<file path="config.mk">
export PLATFORM = sky130hd
export DESIGN_NAME = uart_rx_framed
export DESIGN_NICKNAME = d
export VERILOG_FILES = /design/src/rtl/uart_pkg.sv /design/src/rtl/uart_sync.sv /design/src/rtl/uart_rx_framed.sv
export SDC_FILE = /design/constraint.sdc
export NUM_CORES = 1
export LEC_CHECK = 0
export CAP_MARGIN = 20
export CORE_MARGIN = 2
export CORE_UTILIZATION = 40
export DETAILED_ROUTE_END_ITERATION = 12
export GPL_TIMING_DRIVEN = 0
export PLACE_DENSITY = 0.66
export SLEW_MARGIN = 0
export SYNTH_ARGS = -nofsm -noshare
export SYNTH_HDL_FRONTEND = slang
export SYNTH_SLANG_ARGS = --single-unit
</file>
<file path="constraint.sdc">
create_clock -name ser_clk -period 3.15 [get_ports ser_clk]
set_input_delay 0.315 -clock ser_clk [delete_from_list [all_inputs] [get_ports ser_clk]]
set_output_delay 0.315 -clock ser_clk [all_outputs]
set_load 0.005 [all_outputs]
</file>
<file path="src/rtl/uart_pkg.sv">
// Shared UART definitions: receiver state encoding, parity mode constants
// and the half-bit timer reload helper.
package uart_pkg;

  typedef enum logic [2:0] {
    RX_IDLE      = 3'd0,
    RX_START     = 3'd1,
    RX_DATA      = 3'd2,
    RX_PARITY    = 3'd3,
    RX_STOP      = 3'd4,
    RX_WAIT_HIGH = 3'd5
  } uart_rx_state_t;

  localparam int unsigned UART_PARITY_EVEN = 0;
  localparam int unsigned UART_PARITY_ODD  = 1;

  // Timer load on the start edge so the first sample lands mid start bit.
  function automatic int unsigned uart_half_bit(input int unsigned cpb);
    return cpb / 2 - 1;
  endfunction

endpackage

</file>
<file path="src/rtl/uart_sync.sv">
// Two-flop synchroniser for asynchronous level inputs.
//   clk       : destination clock
//   rst_n     : asynchronous active-low reset, both flops load reset_val
//   async_in  : asynchronous input
//   sync_out  : synchronised output (two clk cycles of latency)
module uart_sync #(
  parameter int unsigned      width     = 1,
  parameter logic [width-1:0] reset_val = '0
) (
  input  logic             clk,
  input  logic             rst_n,
  input  logic [width-1:0] async_in,
  output logic [width-1:0] sync_out
);

  logic [width-1:0] meta_q;

  // First flop may go metastable; second flop gives it a cycle to resolve.
  always_ff @(posedge clk or negedge rst_n) begin
    if (!rst_n) begin
      meta_q   <= reset_val;
      sync_out <= reset_val;
    end else begin
      meta_q   <= async_in;
      sync_out <= meta_q;
    end
  end

endmodule

</file>
<file path="src/rtl/uart_rx_framed.sv">
// Framed UART receiver with mid-bit sampling, start-glitch rejection,
// stop-bit framing check, optional parity check and a valid/ready output
// register with sticky overrun.
//
// Build option: define UART_RX_PARITY_EN to add one parity bit per frame
// (checked against parity_odd); otherwise out_parity_err stays 0.
//
// Ports:
//   ser_clk        : sole clock
//   rst_n          : asynchronous active-low reset
//   SER_TX         : asynchronous serial line, idles high
//   out_data       : received word (LSB first on the line)
//   out_valid      : out_data holds an unconsumed word
//   out_ready      : consumer accepts the word when out_valid && out_ready
//   out_frame_err  : held word's stop bit sampled low
//   out_parity_err : held word failed parity
//   out_overrun    : sticky, a word was dropped because the register was full
module uart_rx_framed
  import uart_pkg::*;
#(
  parameter int unsigned clocks_per_bit = 4,
  parameter int unsigned data_bits      = 8,
  parameter int unsigned parity_odd     = 0
) (
  input  logic                 ser_clk,
  input  logic                 rst_n,
  input  logic                 SER_TX,
  output logic [data_bits-1:0] out_data,
  output logic                 out_valid,
  input  logic                 out_ready,
  output logic                 out_frame_err,
  output logic                 out_parity_err,
  output logic                 out_overrun
);

  localparam int unsigned TIMER_W = $clog2(clocks_per_bit);
  localparam int unsigned CNT_W   = $clog2(data_bits + 1);

  localparam logic [TIMER_W-1:0] HALF_BIT = TIMER_W'(uart_half_bit(clocks_per_bit));
  localparam logic [TIMER_W-1:0] FULL_BIT = TIMER_W'(clocks_per_bit - 1);
  localparam logic [CNT_W-1:0]   LAST_BIT = CNT_W'(data_bits - 1);

  logic rx;

  uart_rx_state_t       state_q,   state_d;
  logic [TIMER_W-1:0]   timer_q,   timer_d;
  logic [CNT_W-1:0]     bit_cnt_q, bit_cnt_d;
  logic [data_bits-1:0] shift_q,   shift_d;

  logic [data_bits-1:0] out_data_d;
  logic                 out_valid_d;
  logic                 out_frame_err_d;
  logic                 out_parity_err_d;
  logic                 out_overrun_d;

  logic sample;
  logic handshake;

`ifdef UART_RX_PARITY_EN
  localparam logic ODD_PAR = (parity_odd == UART_PARITY_ODD);
  logic par_q,     par_d;
  logic par_err_q, par_err_d;
`else
  logic unused_parity_odd;
  assign unused_parity_odd = (parity_odd == UART_PARITY_ODD);
`endif

  // Line idles high, so the synchroniser resets to 1 to avoid a false start.
  uart_sync #(
    .width     (1),
    .reset_val (1'b1)
  ) u_sync (
    .clk      (ser_clk),
    .rst_n    (rst_n),
    .async_in (SER_TX),
    .sync_out (rx)
  );

  assign sample    = (timer_q == '0);
  assign handshake = out_valid & out_ready;

  // State and datapath registers.
  always_ff @(posedge ser_clk or negedge rst_n) begin
    if (!rst_n) begin
      state_q        <= RX_IDLE;
      timer_q        <= '0;
      bit_cnt_q      <= '0;
      shift_q        <= '0;
      out_data       <= '0;
      out_valid      <= 1'b0;
      out_frame_err  <= 1'b0;
      out_parity_err <= 1'b0;
      out_overrun    <= 1'b0;
`ifdef UART_RX_PARITY_EN
      par_q          <= 1'b0;
      par_err_q      <= 1'b0;
`endif
    end else begin
      state_q        <= state_d;
      timer_q        <= timer_d;
      bit_cnt_q      <= bit_cnt_d;
      shift_q        <= shift_d;
      out_data       <= out_data_d;
      out_valid      <= out_valid_d;
      out_frame_err  <= out_frame_err_d;
      out_parity_err <= out_parity_err_d;
      out_overrun    <= out_overrun_d;
`ifdef UART_RX_PARITY_EN
      par_q          <= par_d;
      par_err_q      <= par_err_d;
`endif
    end
  end

  // Next-state, bit sampling and output register update.
  always_comb begin
    state_d          = state_q;
    timer_d          = timer_q;
    bit_cnt_d        = bit_cnt_q;
    shift_d          = shift_q;
    out_data_d       = out_data;
    out_valid_d      = out_valid;
    out_frame_err_d  = out_frame_err;
    out_parity_err_d = out_parity_err;
    out_overrun_d    = out_overrun;
`ifdef UART_RX_PARITY_EN
    par_d            = par_q;
    par_err_d        = par_err_q;
`endif

    // A handshake frees the register; a delivery below may refill it.
    if (handshake) begin
      out_valid_d   = 1'b0;
      out_overrun_d = 1'b0;
    end

    // Bit timer only runs while a frame is being sampled.
    if (state_q inside {RX_START, RX_DATA, RX_PARITY, RX_STOP}) begin
      timer_d = sample ? FULL_BIT : timer_q - TIMER_W'(1);
    end

    case (state_q)
      RX_IDLE: begin
        if (!rx) begin
          state_d = RX_START;
          timer_d = HALF_BIT;
        end
      end

      RX_START: begin
        if (sample) begin
          // High at mid start bit means a glitch: drop silently.
          if (rx) begin
            state_d = RX_IDLE;
          end else begin
            state_d   = RX_DATA;
            bit_cnt_d = '0;
`ifdef UART_RX_PARITY_EN
            par_d     = 1'b0;
`endif
          end
        end
      end

      RX_DATA: begin
        if (sample) begin
          shift_d   = {rx, shift_q[data_bits-1:1]};
          bit_cnt_d = bit_cnt_q + CNT_W'(1);
`ifdef UART_RX_PARITY_EN
          par_d     = par_q ^ rx;
`endif
          if (bit_cnt_q == LAST_BIT) begin
`ifdef UART_RX_PARITY_EN
            state_d = RX_PARITY;
`else
            state_d = RX_STOP;
`endif
          end
        end
      end

`ifdef UART_RX_PARITY_EN
      RX_PARITY: begin
        if (sample) begin
          par_err_d = ((par_q ^ rx) != ODD_PAR);
          state_d   = RX_STOP;
        end
      end
`endif

      RX_STOP: begin
        if (sample) begin
          // Every word is delivered, framing errors included.
          if (!out_valid || out_ready) begin
            out_data_d      = shift_q;
            out_valid_d     = 1'b1;
            out_frame_err_d = ~rx;
`ifdef UART_RX_PARITY_EN
            out_parity_err_d = par_err_q;
`else
            out_parity_err_d = 1'b0;
`endif
          end else begin
            out_overrun_d = 1'b1;
          end
          // A low stop bit (break) must see the line return high first.
          state_d = rx ? RX_IDLE : RX_WAIT_HIGH;
        end
      end

      RX_WAIT_HIGH: begin
        if (rx) begin
          state_d = RX_IDLE;
        end
      end

      default: begin
        state_d = RX_IDLE;
      end
    endcase
  end

endmodule

</file>
# Word level (Yosys, flattened, before mapping)
# Index checks and enable logic that the tools add are counted.
totals:
  wordCells: 62
  out_inout_bits: 12
  in_bits: 4
  ff_bits: 30
classes:
  mux: 25
  bitwise: 2
  eq_ne: 13
  n_addsub: 2
  n_reduce_logical: 10
ops:
  columns: ["cell", "count"]
  rows:
  - ["3-bit two-way mux", 7]
  - ["3-bit case mux with 5 select lines", 1]
  - ["4-bit two-way mux", 3]
  - ["2-bit two-way mux", 5]
  - ["2-bit inequality test (second input constant)", 5]
  - ["1-bit two-way mux", 8]
  - ["4-bit case mux with 2 select lines", 1]
  - ["3-bit by 2-bit == test with 1-bit output (second input constant)", 2]
  - ["3-bit == test (second input constant)", 2]
  - ["6-bit AND reduction", 1]
  - ["4-bit by 1-bit adder with 4-bit output (second input constant)", 1]
  - ["4-bit by 3-bit == test with 1-bit output (second input constant)", 1]
  - ["2-bit by 1-bit inequality test with 1-bit output (second input constant)", 2]
  - ["4-bit AND reduction", 1]
  - ["4-bit nonzero test", 1]
  - ["3-bit by 1-bit == test with 1-bit output (second input constant)", 1]
  - ["3-bit zero test", 1]
  - ["3-bit AND reduction", 1]
  - ["2-bit zero test", 1]
  - ["2-bit AND reduction", 1]
  - ["2-bit nonzero test", 1]
  - ["2-bit by 1-bit subtractor with 2-bit output (second input constant)", 1]
  - ["1-bit AND", 1]
  - ["1-bit zero test", 1]
  - ["2 further kinds", 2]

# Longest topological paths before layout
depth:
  depth_word: 5
  depth_mapped: 6
  ltp_nobuf: 5

# Cells and area by module
# A second synthesis with hierarchy kept.
unflattened:
  cells_unflattened: 107
  area_unflattened_um2: 1385.1
modules_own_cells:
  columns: ["module", "seq_area_each_um2", "cells_per_inst", "area_per_inst_um2", "instances"]
  rows:
  - ["uart_rx_framed", 700.7, 105, 1332.5, 1]
  - ["uart_sync", 52.6, 2, 52.6, 1]

# Worst setup path before layout
# Ideal clock, no wire load.
synth_path:
  path_type: "flip-flop to flip-flop"
  startpoint: "register timer_q[0]"
  endpoint: "register bit_cnt_q[2]"
  n_path_buf: 1
  t_arrival_ps: 1459
  setup_time_ps: 134
  period_less_slack_ps: 1593
  path_slack_ps: 1557
  t_required_ps: 3016
  path_stages_with_launch: 7
  cell_sequence: "dfrtp_1 inv_1 ha_1 buf_6 or4b_4 a21boi_2 a311oi_1"
synth_via:
  elab_chain_cells: 3
  elab_cells_between_ends: 4
  classes_between: "eq/ne (2); reduce/logical (2)"
synth_rtl:
  columns: ["element", "line_no", "source"]
  rows:
  - ["from (decl)", "uart_rx_framed.sv:46", "logic [TIMER_W-1:0] timer_q, timer_d;"]
  - ["from (signal assigned)", "uart_rx_framed.sv:100", "timer_q <= timer_d;"]
  - ["2-bit zero test (*)", "uart_rx_framed.sv:79", "assign sample = (timer_q == '0);"]
  - ["2-bit inequality test (no source line)", null, null]
  - ["4-bit AND reduction (no source line) (*)", null, null]
  - ["to (signal assigned)", "uart_rx_framed.sv:101", "bit_cnt_q <= bit_cnt_d;"]
  - ["to (decl)", "uart_rx_framed.sv:47", "logic [CNT_W-1:0] bit_cnt_q, bit_cnt_d;"]
# Mark *: on every way between the ends. The rest lies on a longest branch, timed or not.
# A chain may end at the register's enable or synchronous reset.

# Final worst setup path
# Ends and elaborated chain as after synthesis.

==> run_results.csv <==
group,metric,value,unit
synth,yosys_warnings,0,
power_and_ir_drop,power_frac_comb,27.8,%
synth,synth_enable_flop_cells,0,
finish,postLayoutCoreUtil,50.81,%
clocking,clock_latency,0.33,ns
critical_path,path_depth,6,
grt,grt_util_all_layers,13.83,%
route,drc,0,
timing,fmax,582.8,MHz
synth,synthTopCellsByArea,"dfrtp_1, mux2_1, dfstp_2",
synth,yosys-top-cells-count,"dfrtp_1, mux2_1, nand2_1, nor2_1, inv_1",
synth,ys_types,44,
floorplanning,start_util,41.62,%
critical_path,crit_family,"simple AND/OR/NAND/NOR gates",
critical_path,rr_endpoint,"bit_cnt_q[2]",
synth,syn_inst,109,
route,drt_iter0_drc,24,
floorplanning,die_x,62.93,um
place,place_area,1614,sq um
clocking,ctsRootBufferMaster,"clkbuf_4",
synth,synth_fa_ha_area_share,1.802,%
critical_path,crit_required,3.36,ns
critical_path,end_kind,"register",
synth,synthArstFlopShare,100.0,%
critical_path,cp_slowest_stage_delay,0.49,ns
timing,fin_crit_sh,54.47,%
power_and_ir_drop,p_int,772.3,uW
clocking,htreeDepth,2,
critical_path,worstRegToRegCells,6,
route,drt_wl_total,2.386,mm
synth,yosys.area_share.simple,14.59,%
floorplanning,die_h,62.93,um
timing,slew_violations,0,
power_and_ir_drop,ir_drop,0.4127,mV
route,dr.pass1.iters,4,
power_and_ir_drop,pwr-share-clk,27.7,%
grt,grt_pass1_vias,942,
floorplanning,die_area,3960,sq um
finish,drive_above_1_share,18.32,%
route,post_drt_wl_per_cell,13.48,um
grt,antenna_found_initial,0,
timing,setup-tns-final,0,ns
timing,maxSlewHeadroom,59.82,%
synth,synth-seq-cells,30,
synth,synth_top_family_by_area,"simple AND/OR/NAND/NOR gates",
timing,finalSetupViolCount,0,
grt,grt_pass1_wl,4.167,mm
synth,synth_compound_area_share,10.27,%
floorplanning,ioPinCount,16,
critical_path,cp_slowest_cell,"or4b_4",
power_and_ir_drop,leakage,0.7911,nW
synth,syn_avg_cell_area,12.74,sq um
synth,ys.flop_type,"dfrtp_1",
synth,synthXorXnorAreaFrac,0,%
critical_path,critical_path_class,"reg2reg",
place,dpl.hpwl,1.677,mm
synth,yosys.area.top_type_share,50.45,%
critical_path,cp.buffers_inverters,2,
clocking,cts_tree,"done",
finish,nets,137,
floorplanning,num_rows,21,
route,viasPerCell,5.254,
power_and_ir_drop,swShare,31.37,%
clocking,path_clk_slew,0.09,ns
clocking,cts_made_buffers,5,
timing,period_needed,1.716,ns
critical_path,cp.arrival,1.93,ns
clocking,cts.sinks,30,
timing,final_hold_viol_count,0,
timing,rsz0062_at_grt,"no",
timing,finClkSkew,0.006595,ns
synth,seq_area_frac_synth,54.23,%
critical_path,r2r-start,"timer_q[0]",
synth,yosysTopAreaCell,"dfrtp_1",
clocking,ctsHoldBuffers,0,
synth,yosysMostFrequentCell,"dfrtp_1",
finish,stdcell_area,1695,sq um
power_and_ir_drop,p_sw,353.1,uW
grt,grt_max_degree,20,
route,ant_nets,0,
clocking,cts_resized,0,
critical_path,path_max_fanout,10,
finish,diodes,0,
synth,syn-cell-area,1389,sq um
timing,whs,0.3573,ns
power_and_ir_drop,p_per_area,663.8,nW/um^2
floorplanning,core-area,3337,sq um
place,gp_congestion,0.8189,
route,vias,930,
synth,synth_nets,115,
run,cap_viol_max_count,0,
critical_path,worstPathCellList,"inv_1, ha_1, buf_6, or4b_4, a21boi_2, a311oi_1",
power_and_ir_drop,seq_power_share,44.5,%
min_path,hp-class,"in2async",
grt,grt_overflow_total,0,
place,io_buffer_count,14,
timing,tightest_slew,0.6008,ns
synth,synthMuxAreaShare,13.78,%
clocking,postCtsSetupBuffers,0,
status,status,"finished, final reports clean",
clocking,cts_buffer_depth,2,
finish,area_delta_synth_final,22.07,%
critical_path,r2r_slack,1.43,ns
critical_path,cp-start-kind,"register",
==> layer usage <==
metal  global-route usage, %  vias up  part of all wire, %
met2                   22.87       14                   51
met5                       0        -                    0
met3                   6.126        5                  3.7
met1                   15.64      467                   43
li1                        -      444                    -
met4                   5.278        0                  1.8
==> worst max-delay path by stage <==
stage | startpoint | endpoint | slack [ns]
after floorplan | timer_q[0] | bit_cnt_q[2] | 1.56
after global placement | rst_n | state_q[1] | 1.27
after detailed placement | timer_q[0] | bit_cnt_q[2] | 1.45
after CTS | timer_q[0] | bit_cnt_q[2] | 1.44
after global routing | timer_q[0] | bit_cnt_q[2] | 1.35
final | timer_q[0] | bit_cnt_q[2] | 1.43
==> per-stage QoR <==
step | total power [mW] | setup slack [ns] | cells
final | 1.125 | 1.434 | 177
after global routing | 1.205 | 1.352 | 177
after floorplan | 0.7396 | 1.557 | 109
after detailed placement | 0.8178 | 1.455 | 170
after CTS | 1.136 | 1.441 | 177
after global placement | 0.7956 | 1.266 | 169
==> cell families (layout without fill, tap and decap cells) <==
family,Yosys count,in the layout
other,1,1
AND/OR/NAND/NOR,29,29
adder cells (fa/ha/maj),2,2
AO/OA/AOI/OAI,18,18
buffers and inverters,12,34
multiplexers,17,17
flip-flops,30,30
==> layout by cell type, fill, tap and decap left out, types with 3 or more instances in the layout <==
cell type	Yosys	layout
a221oi_1	3	3
clkbuf_4	0	5
clkdlybuf4s50_1	0	14
dfrtp_1	28	28
inv_1	4	4
mux2_1	16	16
nand2_1	5	5
nor2_1	5	5
==> registers in the layout, summed over array words and instances, names as in the netlist <==
name	flops
out_data	8
shift_q	8
bit_cnt_q	4
state_q	3
timer_q	2
out_frame_err	1
out_overrun	1
out_valid	1
u_sync.meta_q	1
u_sync.sync_out	1
==> power by group through the flow <==
stage | sequential [mW] | clock, mW | combinational (mW)
floorplan | 0.491 | 0 | 0.249
global placement | 0.501 | 0 | 0.295
detailed placement | 0.507 | 0 | 0.311
CTS | 0.499 | 0.322 | 0.315
global route | 0.509 | 0.344 | 0.351
finish | 0.501 | 0.311 | 0.313
==> final cells by class <==
| class | instances | area [sq um] |
|---|---|---|
| fillers | 300 | 1642 |
| multi-input cells | 67 | 565.5 |
| repair buffers | 15 | 167.7 |
| flip-flops and latches | 30 | 753.2 |
| well taps | 46 | 57.56 |
| inverters | 5 | 18.77 |
| plain buffers | 7 | 51.30 |
| clock buffers | 6 | 51.30 |
| clock inverters | 1 | 30.03 |
Power figures use the tool's default switching activity.
